$ cat src/rtl/ifm_out_fsm_pkg.sv
// Shared definitions for the ingress frame buffer: data FIFO word layout and
// read-side FSM state encoding.
package ifm_out_fsm_pkg;

   localparam int unsigned IFM_WORD_W  = 73;
   localparam int unsigned IFM_DATA_LO = 0;
   localparam int unsigned IFM_DATA_HI = 63;
   localparam int unsigned IFM_KEEP_LO = 64;
   localparam int unsigned IFM_KEEP_HI = 71;
   localparam int unsigned IFM_LAST    = 72;

   typedef enum logic [1:0] {
      S_IDLE    = 2'd0,
      S_FWD     = 2'd1,
      S_DISCARD = 2'd2
   } ifm_state_t;

endpackage

$ cat src/rtl/ifm_out_fsm_if.sv
// 64-bit AXI4-Stream link carrying forwarded frames, with a tuser bad-frame
// marker on the last beat.
interface ifm_out_fsm_if;
   import ifm_out_fsm_pkg::*;

   logic [IFM_DATA_HI-IFM_DATA_LO:0] m_axis_tdata;
   logic [IFM_KEEP_HI-IFM_KEEP_LO:0] m_axis_tkeep;
   logic                             m_axis_tlast;
   logic                             m_axis_tuser;
   logic                             m_axis_tvalid;
   logic                             m_axis_tready;

   modport master (
      output m_axis_tdata, m_axis_tkeep, m_axis_tlast, m_axis_tuser, m_axis_tvalid,
      input  m_axis_tready
   );

   modport slave (
      input  m_axis_tdata, m_axis_tkeep, m_axis_tlast, m_axis_tuser, m_axis_tvalid,
      output m_axis_tready
   );

endinterface

$ cat src/rtl/ifm_out_fsm_axis_oreg.sv
// Single-stage AXI-Stream output register. load may only be asserted while
// load_ready is high, so fields never change while a beat is stalled.
module ifm_axis_oreg
   import ifm_out_fsm_pkg::*;
(
   input  logic                             rx_clk,
   input  logic                             rx_reset,
   input  logic                             load,
   input  logic [IFM_DATA_HI-IFM_DATA_LO:0] load_data,
   input  logic [IFM_KEEP_HI-IFM_KEEP_LO:0] load_keep,
   input  logic                             load_last,
   input  logic                             load_user,
   output logic                             load_ready,
   ifm_out_fsm_if.master                    axis
);

   assign load_ready = !axis.m_axis_tvalid || axis.m_axis_tready;

   always_ff @(posedge rx_clk or posedge rx_reset) begin
      if (rx_reset) begin
         axis.m_axis_tvalid <= 1'b0;
         axis.m_axis_tdata  <= '0;
         axis.m_axis_tkeep  <= '0;
         axis.m_axis_tlast  <= 1'b0;
         axis.m_axis_tuser  <= 1'b0;
      end else if (load) begin
         axis.m_axis_tvalid <= 1'b1;
         axis.m_axis_tdata  <= load_data;
         axis.m_axis_tkeep  <= load_keep;
         axis.m_axis_tlast  <= load_last;
         axis.m_axis_tuser  <= load_user;
      end else if (axis.m_axis_tready) begin
         axis.m_axis_tvalid <= 1'b0;
      end
   end

endmodule

$ cat src/rtl/ifm_out_fsm.sv
// Read side of the ingress frame buffer: drains complete frames from the data
// and status FIFOs onto AXI-Stream, dropping or flagging bad frames.
module ifm_out_fsm
   import ifm_out_fsm_pkg::*;
#(
   parameter bit          C_DROP_BAD = 1'b1,
   parameter int unsigned C_CNT_W    = 32
) (
   input  logic                  rx_clk,
   input  logic                  rx_reset,
   input  logic [IFM_WORD_W-1:0] data_fifo_rdata,
   input  logic                  data_fifo_empty,
   output logic                  data_fifo_rden,
   input  logic                  info_fifo_rdata,
   input  logic                  info_fifo_empty,
   output logic                  info_fifo_rden,
   ifm_out_fsm_if.master         axis,
   output logic [C_CNT_W-1:0]    good_frames,
   output logic [C_CNT_W-1:0]    bad_frames
);

   ifm_state_t state, state_nxt;
   logic       bad;
   logic       can_load;
   logic       head_last;
   logic       load;
   logic       accept_last;
   logic       good_inc;
   logic       bad_inc;

   assign head_last = data_fifo_rdata[IFM_LAST];

   always_ff @(posedge rx_clk or posedge rx_reset) begin
      if (rx_reset) begin
         state <= S_IDLE;
         bad   <= 1'b0;
      end else begin
         state <= state_nxt;
         if (info_fifo_rden)
            bad <= info_fifo_rdata;
      end
   end

   always_comb begin
      state_nxt = state;
      unique case (state)
         S_IDLE:
            if (!info_fifo_empty)
               state_nxt = (info_fifo_rdata && C_DROP_BAD) ? S_DISCARD : S_FWD;
         S_FWD, S_DISCARD:
            if (data_fifo_rden && head_last)
               state_nxt = S_IDLE;
         default:
            state_nxt = S_IDLE;
      endcase
   end

   // Pops are gated by reset so the FIFO strobes read 0 for the whole reset.
   always_comb begin
      info_fifo_rden = 1'b0;
      data_fifo_rden = 1'b0;
      if (!rx_reset) begin
         unique case (state)
            S_IDLE:    info_fifo_rden = !info_fifo_empty;
            S_FWD:     data_fifo_rden = !data_fifo_empty && can_load;
            S_DISCARD: data_fifo_rden = !data_fifo_empty;
            default:   ;
         endcase
      end
   end

   assign load = data_fifo_rden && (state == S_FWD);

   ifm_axis_oreg u_oreg (
      .rx_clk     (rx_clk),
      .rx_reset   (rx_reset),
      .load       (load),
      .load_data  (data_fifo_rdata[IFM_DATA_HI:IFM_DATA_LO]),
      .load_keep  (data_fifo_rdata[IFM_KEEP_HI:IFM_KEEP_LO]),
      .load_last  (head_last),
      .load_user  (bad && head_last),
      .load_ready (can_load),
      .axis       (axis)
   );

   assign accept_last = axis.m_axis_tvalid && axis.m_axis_tready && axis.m_axis_tlast;
   assign good_inc    = accept_last && !axis.m_axis_tuser;
   assign bad_inc     = (accept_last && axis.m_axis_tuser) ||
                        ((state == S_DISCARD) && data_fifo_rden && head_last);

   always_ff @(posedge rx_clk or posedge rx_reset) begin
      if (rx_reset) begin
         good_frames <= '0;
         bad_frames  <= '0;
      end else begin
         if (good_inc)
            good_frames <= good_frames + C_CNT_W'(1);
         if (bad_inc)
            bad_frames <= bad_frames + C_CNT_W'(1);
      end
   end

endmodule

$ cat src/flat_wrapper.sv
// flat-port wrapper written by rule: the top's interface ports become plain ports
module ifm_out_fsm_flat import ifm_out_fsm_pkg::*;
#(
   parameter bit          C_DROP_BAD = 1'b1,
   parameter int unsigned C_CNT_W    = 32
)
  (rx_clk, rx_reset, data_fifo_rdata, data_fifo_empty, data_fifo_rden, info_fifo_rdata, info_fifo_empty, info_fifo_rden, good_frames, bad_frames, axis_m_axis_tdata, axis_m_axis_tkeep, axis_m_axis_tlast, axis_m_axis_tuser, axis_m_axis_tvalid, axis_m_axis_tready);
  ifm_out_fsm_if axis_i ();
  input  logic rx_clk;
  input  logic rx_reset;
  input  logic [IFM_WORD_W-1:0] data_fifo_rdata;
  input  logic data_fifo_empty;
  output logic data_fifo_rden;
  input  logic info_fifo_rdata;
  input  logic info_fifo_empty;
  output logic info_fifo_rden;
  output logic [C_CNT_W-1:0] good_frames;
  output logic [C_CNT_W-1:0] bad_frames;
  output wire logic [$bits(axis_i.m_axis_tdata)-1:0] axis_m_axis_tdata;
  output wire logic [$bits(axis_i.m_axis_tkeep)-1:0] axis_m_axis_tkeep;
  output wire logic [$bits(axis_i.m_axis_tlast)-1:0] axis_m_axis_tlast;
  output wire logic [$bits(axis_i.m_axis_tuser)-1:0] axis_m_axis_tuser;
  output wire logic [$bits(axis_i.m_axis_tvalid)-1:0] axis_m_axis_tvalid;
  input wire logic [$bits(axis_i.m_axis_tready)-1:0] axis_m_axis_tready;
  assign axis_m_axis_tdata = axis_i.m_axis_tdata;
  assign axis_m_axis_tkeep = axis_i.m_axis_tkeep;
  assign axis_m_axis_tlast = axis_i.m_axis_tlast;
  assign axis_m_axis_tuser = axis_i.m_axis_tuser;
  assign axis_m_axis_tvalid = axis_i.m_axis_tvalid;
  assign axis_i.m_axis_tready = axis_m_axis_tready;
  ifm_out_fsm #(.C_DROP_BAD(C_DROP_BAD), .C_CNT_W(C_CNT_W)) u_core (.rx_clk(rx_clk), .rx_reset(rx_reset), .data_fifo_rdata(data_fifo_rdata), .data_fifo_empty(data_fifo_empty), .data_fifo_rden(data_fifo_rden), .info_fifo_rdata(info_fifo_rdata), .info_fifo_empty(info_fifo_empty), .info_fifo_rden(info_fifo_rden), .axis(axis_i), .good_frames(good_frames), .bad_frames(bad_frames));
endmodule
$ cat config.mk
export PLATFORM = sky130hd
export DESIGN_NAME = ifm_out_fsm_flat
export DESIGN_NICKNAME = d
export VERILOG_FILES = /design/src/rtl/ifm_out_fsm_pkg.sv /design/src/rtl/ifm_out_fsm_if.sv /design/src/rtl/ifm_out_fsm_axis_oreg.sv /design/src/rtl/ifm_out_fsm.sv /design/src/flat_wrapper.sv
export SDC_FILE = /design/constraint.sdc
export NUM_CORES = 1
export LEC_CHECK = 0
export CORE_MARGIN = 5
export CORE_UTILIZATION = 42
export CTS_CLUSTER_DIAMETER = 200
export DETAILED_ROUTE_END_ITERATION = 10
export DONT_BUFFER_PORTS = 1
export GPL_ROUTABILITY_DRIVEN = 0
export GPL_TIMING_DRIVEN = 0
export PLACE_DENSITY = 0.62
export SETUP_SLACK_MARGIN = 0.05
export SYNTH_ARGS = -nofsm -noshare
export SYNTH_HDL_FRONTEND = slang
export SYNTH_HIERARCHICAL = 1
export SYNTH_SLANG_ARGS = --single-unit
$ cat constraint.sdc
create_clock -name rx_clk -period 4 [get_ports rx_clk]
set_clock_uncertainty 0.2 [all_clocks]
set_input_delay 0.2 -clock rx_clk [delete_from_list [all_inputs] [get_ports rx_clk]]
set_output_delay 0.2 -clock rx_clk [all_outputs]
set_load 0.01 [all_outputs]
* Word level (Yosys, flattened, before mapping)
Cells that the tools add are included.
Storage, ports and cells: output and inout port bits 141, word-level logic and storage cells 45, register bits after elaboration 142
Cells by class: eq/ne operators 4, add/sub/neg operators 2, reductions and logical operators 20, multiplexer cells 10
Operator list (number):
- 32-bit by 1-bit adder with 32-bit output (second input constant) | 2
- 1-bit logical AND | 10
- 2-bit 2-to-1 mux | 3
- 1-bit 2-to-1 mux | 5
- 1-bit logical NOT | 4
- 2-bit one-hot mux with 2 select lines | 1
- 2-bit by 1-bit equality test with 1-bit output (second input constant) | 1
- 2-bit equality test (second input constant) | 1
- 2-bit logical NOT | 1
- 1-bit logical OR | 2
- 2-bit by 1-bit inequality test with 1-bit output (second input constant) | 1
- 2-bit inequality test (second input constant) | 1
- 1-bit one-hot mux with 2 select lines | 1
- 2-bit AND reduction | 1
- 2-bit nonzero test | 1
- 2-bit OR reduction | 1

* Depth between registers and ports, before layout
word-level depth 8, mapped depth 8

* Modules after synthesis
The synthesis kept the hierarchy.
Modules (own cells, without submodules):
- ifm_out_fsm | sequential area each 1676.6 sq um, times used 1, area an instance 3099.2 sq um, cells each 277
- ifm_axis_oreg | sequential area each 1876.8 sq um, times used 1, area an instance 2987.9 sq um, cells each 160

* Least setup slack after synthesis
OpenSTA, ideal clock, no wires.
path kind register to register, start register u_core.state[1], end register u_core.u_oreg.axis.m_axis_tdata[31], data arrival time 2.058 ns, required time 3.675 ns, path slack 1.617 ns, cell stages (with the launch flop) 8, library setup time 0.125 ns, cell sequence dfrtp_1 > inv_1 > ha_1 > nor4b_1 > and2_1 > buf_6 > buf_6 > mux2_4
On the way: cells in the longest elaborated chain, start to end 4
RTL lines:
- start, declared | line ifm_out_fsm.sv:22 | ifm_state_t state, state_nxt;
- start signal, assigned | line ifm_out_fsm.sv:38 | state <= state_nxt;
- 2-bit equality test or 2-bit by 1-bit equality test with 1-bit output (tied branches) | line ifm_out_fsm.sv:63 | unique case (state)
- 1-bit one-hot mux with 2 select lines (*) | line ifm_out_fsm.sv:63
- 1-bit 2-to-1 mux (*) | line ifm_out_fsm.sv:62 | if (!rx_reset) begin
- net data_fifo_rden | line flat_wrapper.sv:13 | output logic data_fifo_rden;
- 1-bit logical AND (*) | line ifm_out_fsm.sv:72 | assign load = data_fifo_rden && (state == S_FWD);
- net u_core.load | line ifm_out_fsm.sv:26 | logic load;
- end signal, assigned | line ifm_out_fsm_axis_oreg.sv:28 | axis.m_axis_tdata <= load_data;
- end, declared | line ifm_out_fsm_if.sv:14 | output m_axis_tdata, m_axis_tkeep, m_axis_tlast, m_axis_tuser, m_axis_tvalid,
Mark *: on every way through the listed nets, which the timed path passes. The rest lies on a longest branch. A chain may end at the register's enable or synchronous reset.

* Worst setup path in the final report
start register u_core.state[1], end register u_core.u_oreg.axis.m_axis_tdata[25]
Same word-level chain as after synthesis.

==> impl_metrics.csv <==
group,metric,value,unit
logic_synthesis,yosysTopAreaCellShare,58.4,%
logic_synthesis,synthArstFlopShare,100,%
power_and_ir_drop,power_density,513,mW/mm2
timing,slew_violations,0,
route,drc_errors,0,
route,drt-initial-drc-count,251,
global_route,grt_pass1_vias,4091,
floorplan,fp.dieW,130,um
route,wl_per_cell,19.5,um
timing,final_hold_viol_count,0,
floorplan,die_h,130,um
route,viasPerCell,5.13,
clocking,cts_resized,0,
worst_setup_path,path_cells,"inv_1 > ha_1 > nor4b_1 > and2_1 > buf_6 > buf_6 > mux2_4",
clocking,cts_setup_buffers,0,
logic_synthesis,synthFlopType,"dfrtp_1",
logic_synthesis,synth_area_leader_cell,"dfrtp_1",
floorplan,coreArea,0.0144,mm2
timing,period_minus_slack,2.82,ns
finish,diodes,0,
hold_path,hold_class,"in2reg",
timing,grt_setup_unrepaired,"no",
finish,fillCellCount,1157,
logic_synthesis,yosys_warnings,6,
logic_synthesis,synth_top_family_by_area,"multiplexers",
logic_synthesis,synth_edf_count,0,
logic_synthesis,synthTopCellsByArea,"dfrtp_1 (58%), mux2_4 (12%), mux2_2 (5.2%)",
finish,final_cell_mix,"dfrtp_1 (142), dlygate4sd3_1 (78), mux2_4 (49), xnor2_1 (35), mux2_2 (28)",
clocking,cts_root_buf,"clkbuf_16",
global_route,grt_usage,16.8,%
timing,min_period_over_period,70.6,%
finish,mostFrequentLayoutCell,"dfrtp_1",
global_route,antenna_found_initial,0,
power_and_ir_drop,peakVddDrop,0.277,mV
global_route,grt_max_degree,76,
worst_setup_path,path_max_fanout,10,
route,dr.pass1.iters,4,
logic_synthesis,syn-mean-instance-area,13.9,um2
route,routed_wl,14300,um
logic_synthesis,synthSimpleGateAreaFrac,11.9,%
global_route,grt_pass1_wl,22100,um
logic_synthesis,synthXorXnorAreaFrac,8.92,%
logic_synthesis,yosysSeqAreaShare,58.4,%
worst_setup_path,path_buf_inv,3,
route,antenna_left,0,
worst_setup_path,crit_family,"simple AND/OR/NAND/NOR gates",
timing,tns,0,ns
power_and_ir_drop,p_leak,3.68,nW
logic_synthesis,ys_seq_elements,142,
logic_synthesis,ys_types,37,
clocking,clkTransAtPathRegs,0.06,ns
timing,relSlewSlack,40.0,%
clocking,cts_buffers,17,
floorplan,io_pins,220,
placed_design,place.detailed.hpwl,9640,um
clocking,clkLatencyLatePin,0.41,ns
logic_synthesis,synthAdderAreaFrac,1.03,%
finish,layout.nets,619,
outcome,outcome,"finished, final reports clean",
logic_synthesis,syn_nets,521,
logic_synthesis,syn_inst,437,
clocking,clock_path_buffers,2,
worst_setup_path,crit_required,4.09,ns
timing,fmax,0.354,GHz
worst_setup_path,slowest_delay,0.67,ns
floorplan,num_rows,44,
timing,worst_pin_slew,0.901,ns
worst_setup_path,start_kind,"flip-flop",
clocking,tritoncts,"done",
finish,syn_to_final_growth,26.7,%
placed_design,portBuffers,0,
global_route,grt_overflow,0,
floorplan,initial_utilization,42.4,%
run,cap_viol_max_count,0,
worst_setup_path,critical_path_arrival,2.92,ns
finish,drive_gt1_share,23.0,%
worst_setup_path,cpMaxStageDelayCell,"nor4b_1",
timing,finalSetupViolCount,0,
clocking,cts-hold-fix-buffers,78,
worst_setup_path,cp_common_cell,"buf_6",
logic_synthesis,yosys-mux-area-fraction,17.3,%
logic_synthesis,synth_compound_area_share,0.781,%
floorplan,dieArea,0.0170,mm2
worst_setup_path,criticalPathCategory,"reg2reg",
route,via_count,3751,
clocking,h-tree-depth,4,
worst_setup_path,critPathCaptureType,"flip-flop",
logic_synthesis,synthesis.area,0.00609,mm2
finish,fin_util,53.7,%
clocking,clock-sinks,142,
[per-layer routing]
| layer | vias to the layer above | track usage, % | wire, um |
|---|---|---|---|
| li1 | 1728 | - | - |
| met2 | 162 | 26.9 | 7060 |
| met1 | 1853 | 19.9 | 5560 |
| met4 | 0 | 4.96 | 106 |
| met3 | 8 | 8.82 | 1530 |
| met5 | - | 0 | 0 |
[synth_stat cells (2+ instances only)]
cell / n
a21oi_1: 3
xor2_1: 27
dfrtp_1: 142
mux2_4: 49
xnor2_1: 35
clkbuf_1: 2
buf_6: 6
and2_1: 4
nand2b_1: 4
nand3_1: 21
buf_2: 3
ha_1: 5
nor3_1: 7
inv_1: 4
and4_1: 5
and3_1: 9
nand2_1: 27
mux2_2: 28
nor2_1: 20
nand4_1: 19
[tightest hold or removal path: stages]
cell     delay [ns]
or3b_1         0.15
o21ai_4        0.12
xor2_1         0.15
[through the flow]
step	hold slack [ns]	area (um2)	setup WS, ns	instances	total power, W
2_1_floorplan	0.113	6090	1.62	437	0.00220
3_3_place_gp	0.119	6320	1.04	621	0.00230
3_5_place_dp	-0.0509	6340	1.20	622	0.00232
4_1_cts	0.0241	7710	1.16	731	0.00399
5_1_grt	0.0544	7710	1.09	731	0.00412
6_report	0.0494	7710	1.18	731	0.00396
[path summary, 6_finish.rpt]
| check | from | endpoint | depth (start not counted) | slack (ns) |
|---|---|---|---|---|
| setup / recovery | u_core/state[1]$_DFFE_PP0P_ | u_core/u_oreg/axis.m_axis_tdata[25]$_DFFE_PP0P_ | 7 | 1.18 |
| max in group asynchronous | rx_reset | u_core/u_oreg/axis.m_axis_tdata[30]$_DFFE_PP0P_ | 2 | 2.68 |
| setup reg to reg | u_core/state[1]$_DFFE_PP0P_ | u_core/u_oreg/axis.m_axis_tdata[25]$_DFFE_PP0P_ | 7 | 1.18 |
| min in group asynchronous | rx_reset | u_core/bad$_DFFE_PP0P_ | 2 | 0.17 |
| hold reg to reg | u_core/bad_frames[31]$_DFFE_PP0P_ | u_core/bad_frames[31]$_DFFE_PP0P_ | 1 | 0.34 |
| hold / removal | rx_reset | u_core/bad_frames[0]$_DFFE_PP0P_ | 3 | 0.05 |
[area by class of cell]
cell class                      count  area (um2)  share of cell area (%)
Sequential cell                   142        3550                    46.1
Clock buffer                       17         425                    5.51
Multi-Input combinational cell    280        2430                    31.5
Timing Repair Buffer               79         801                    10.4
Tap cell                          184         230                    2.98
Inverter                            4        17.5                   0.227
Buffer                             11        90.1                    1.17
Clock inverter                     14         169                    2.19
[cells by family (layout without fill, tap and decap cells)]
kind of cell	count (synthesis)	after routing
buffers and inverters	15	125
DFF	142	142
AOI/OAI and AO/OA	6	6
and+or+nand+nor	130	130
xor gates and xnor gates	62	62
muxes	77	77
adders and majority gates	5	5
[sequential cells by signal, indices dropped and copies added, names as in the netlist]
register,cells
u_core/u_oreg/axis.m_axis_tdata,64
u_core/bad_frames,32
u_core/good_frames,32
u_core/u_oreg/axis.m_axis_tkeep,8
u_core/state,2
u_core/bad,1
u_core/u_oreg/axis.m_axis_tlast,1
u_core/u_oreg/axis.m_axis_tuser,1
u_core/u_oreg/axis.m_axis_tvalid,1
[report_power, final]
group	leakage (nW)	internal (W)	switching, W
registers	1.95	0.00163	0.000260
logic	1.43	0.000315	0.000167
clock network	0.289	0.000977	0.000605
No activity file was read; power rests on OpenSTA's default activity.
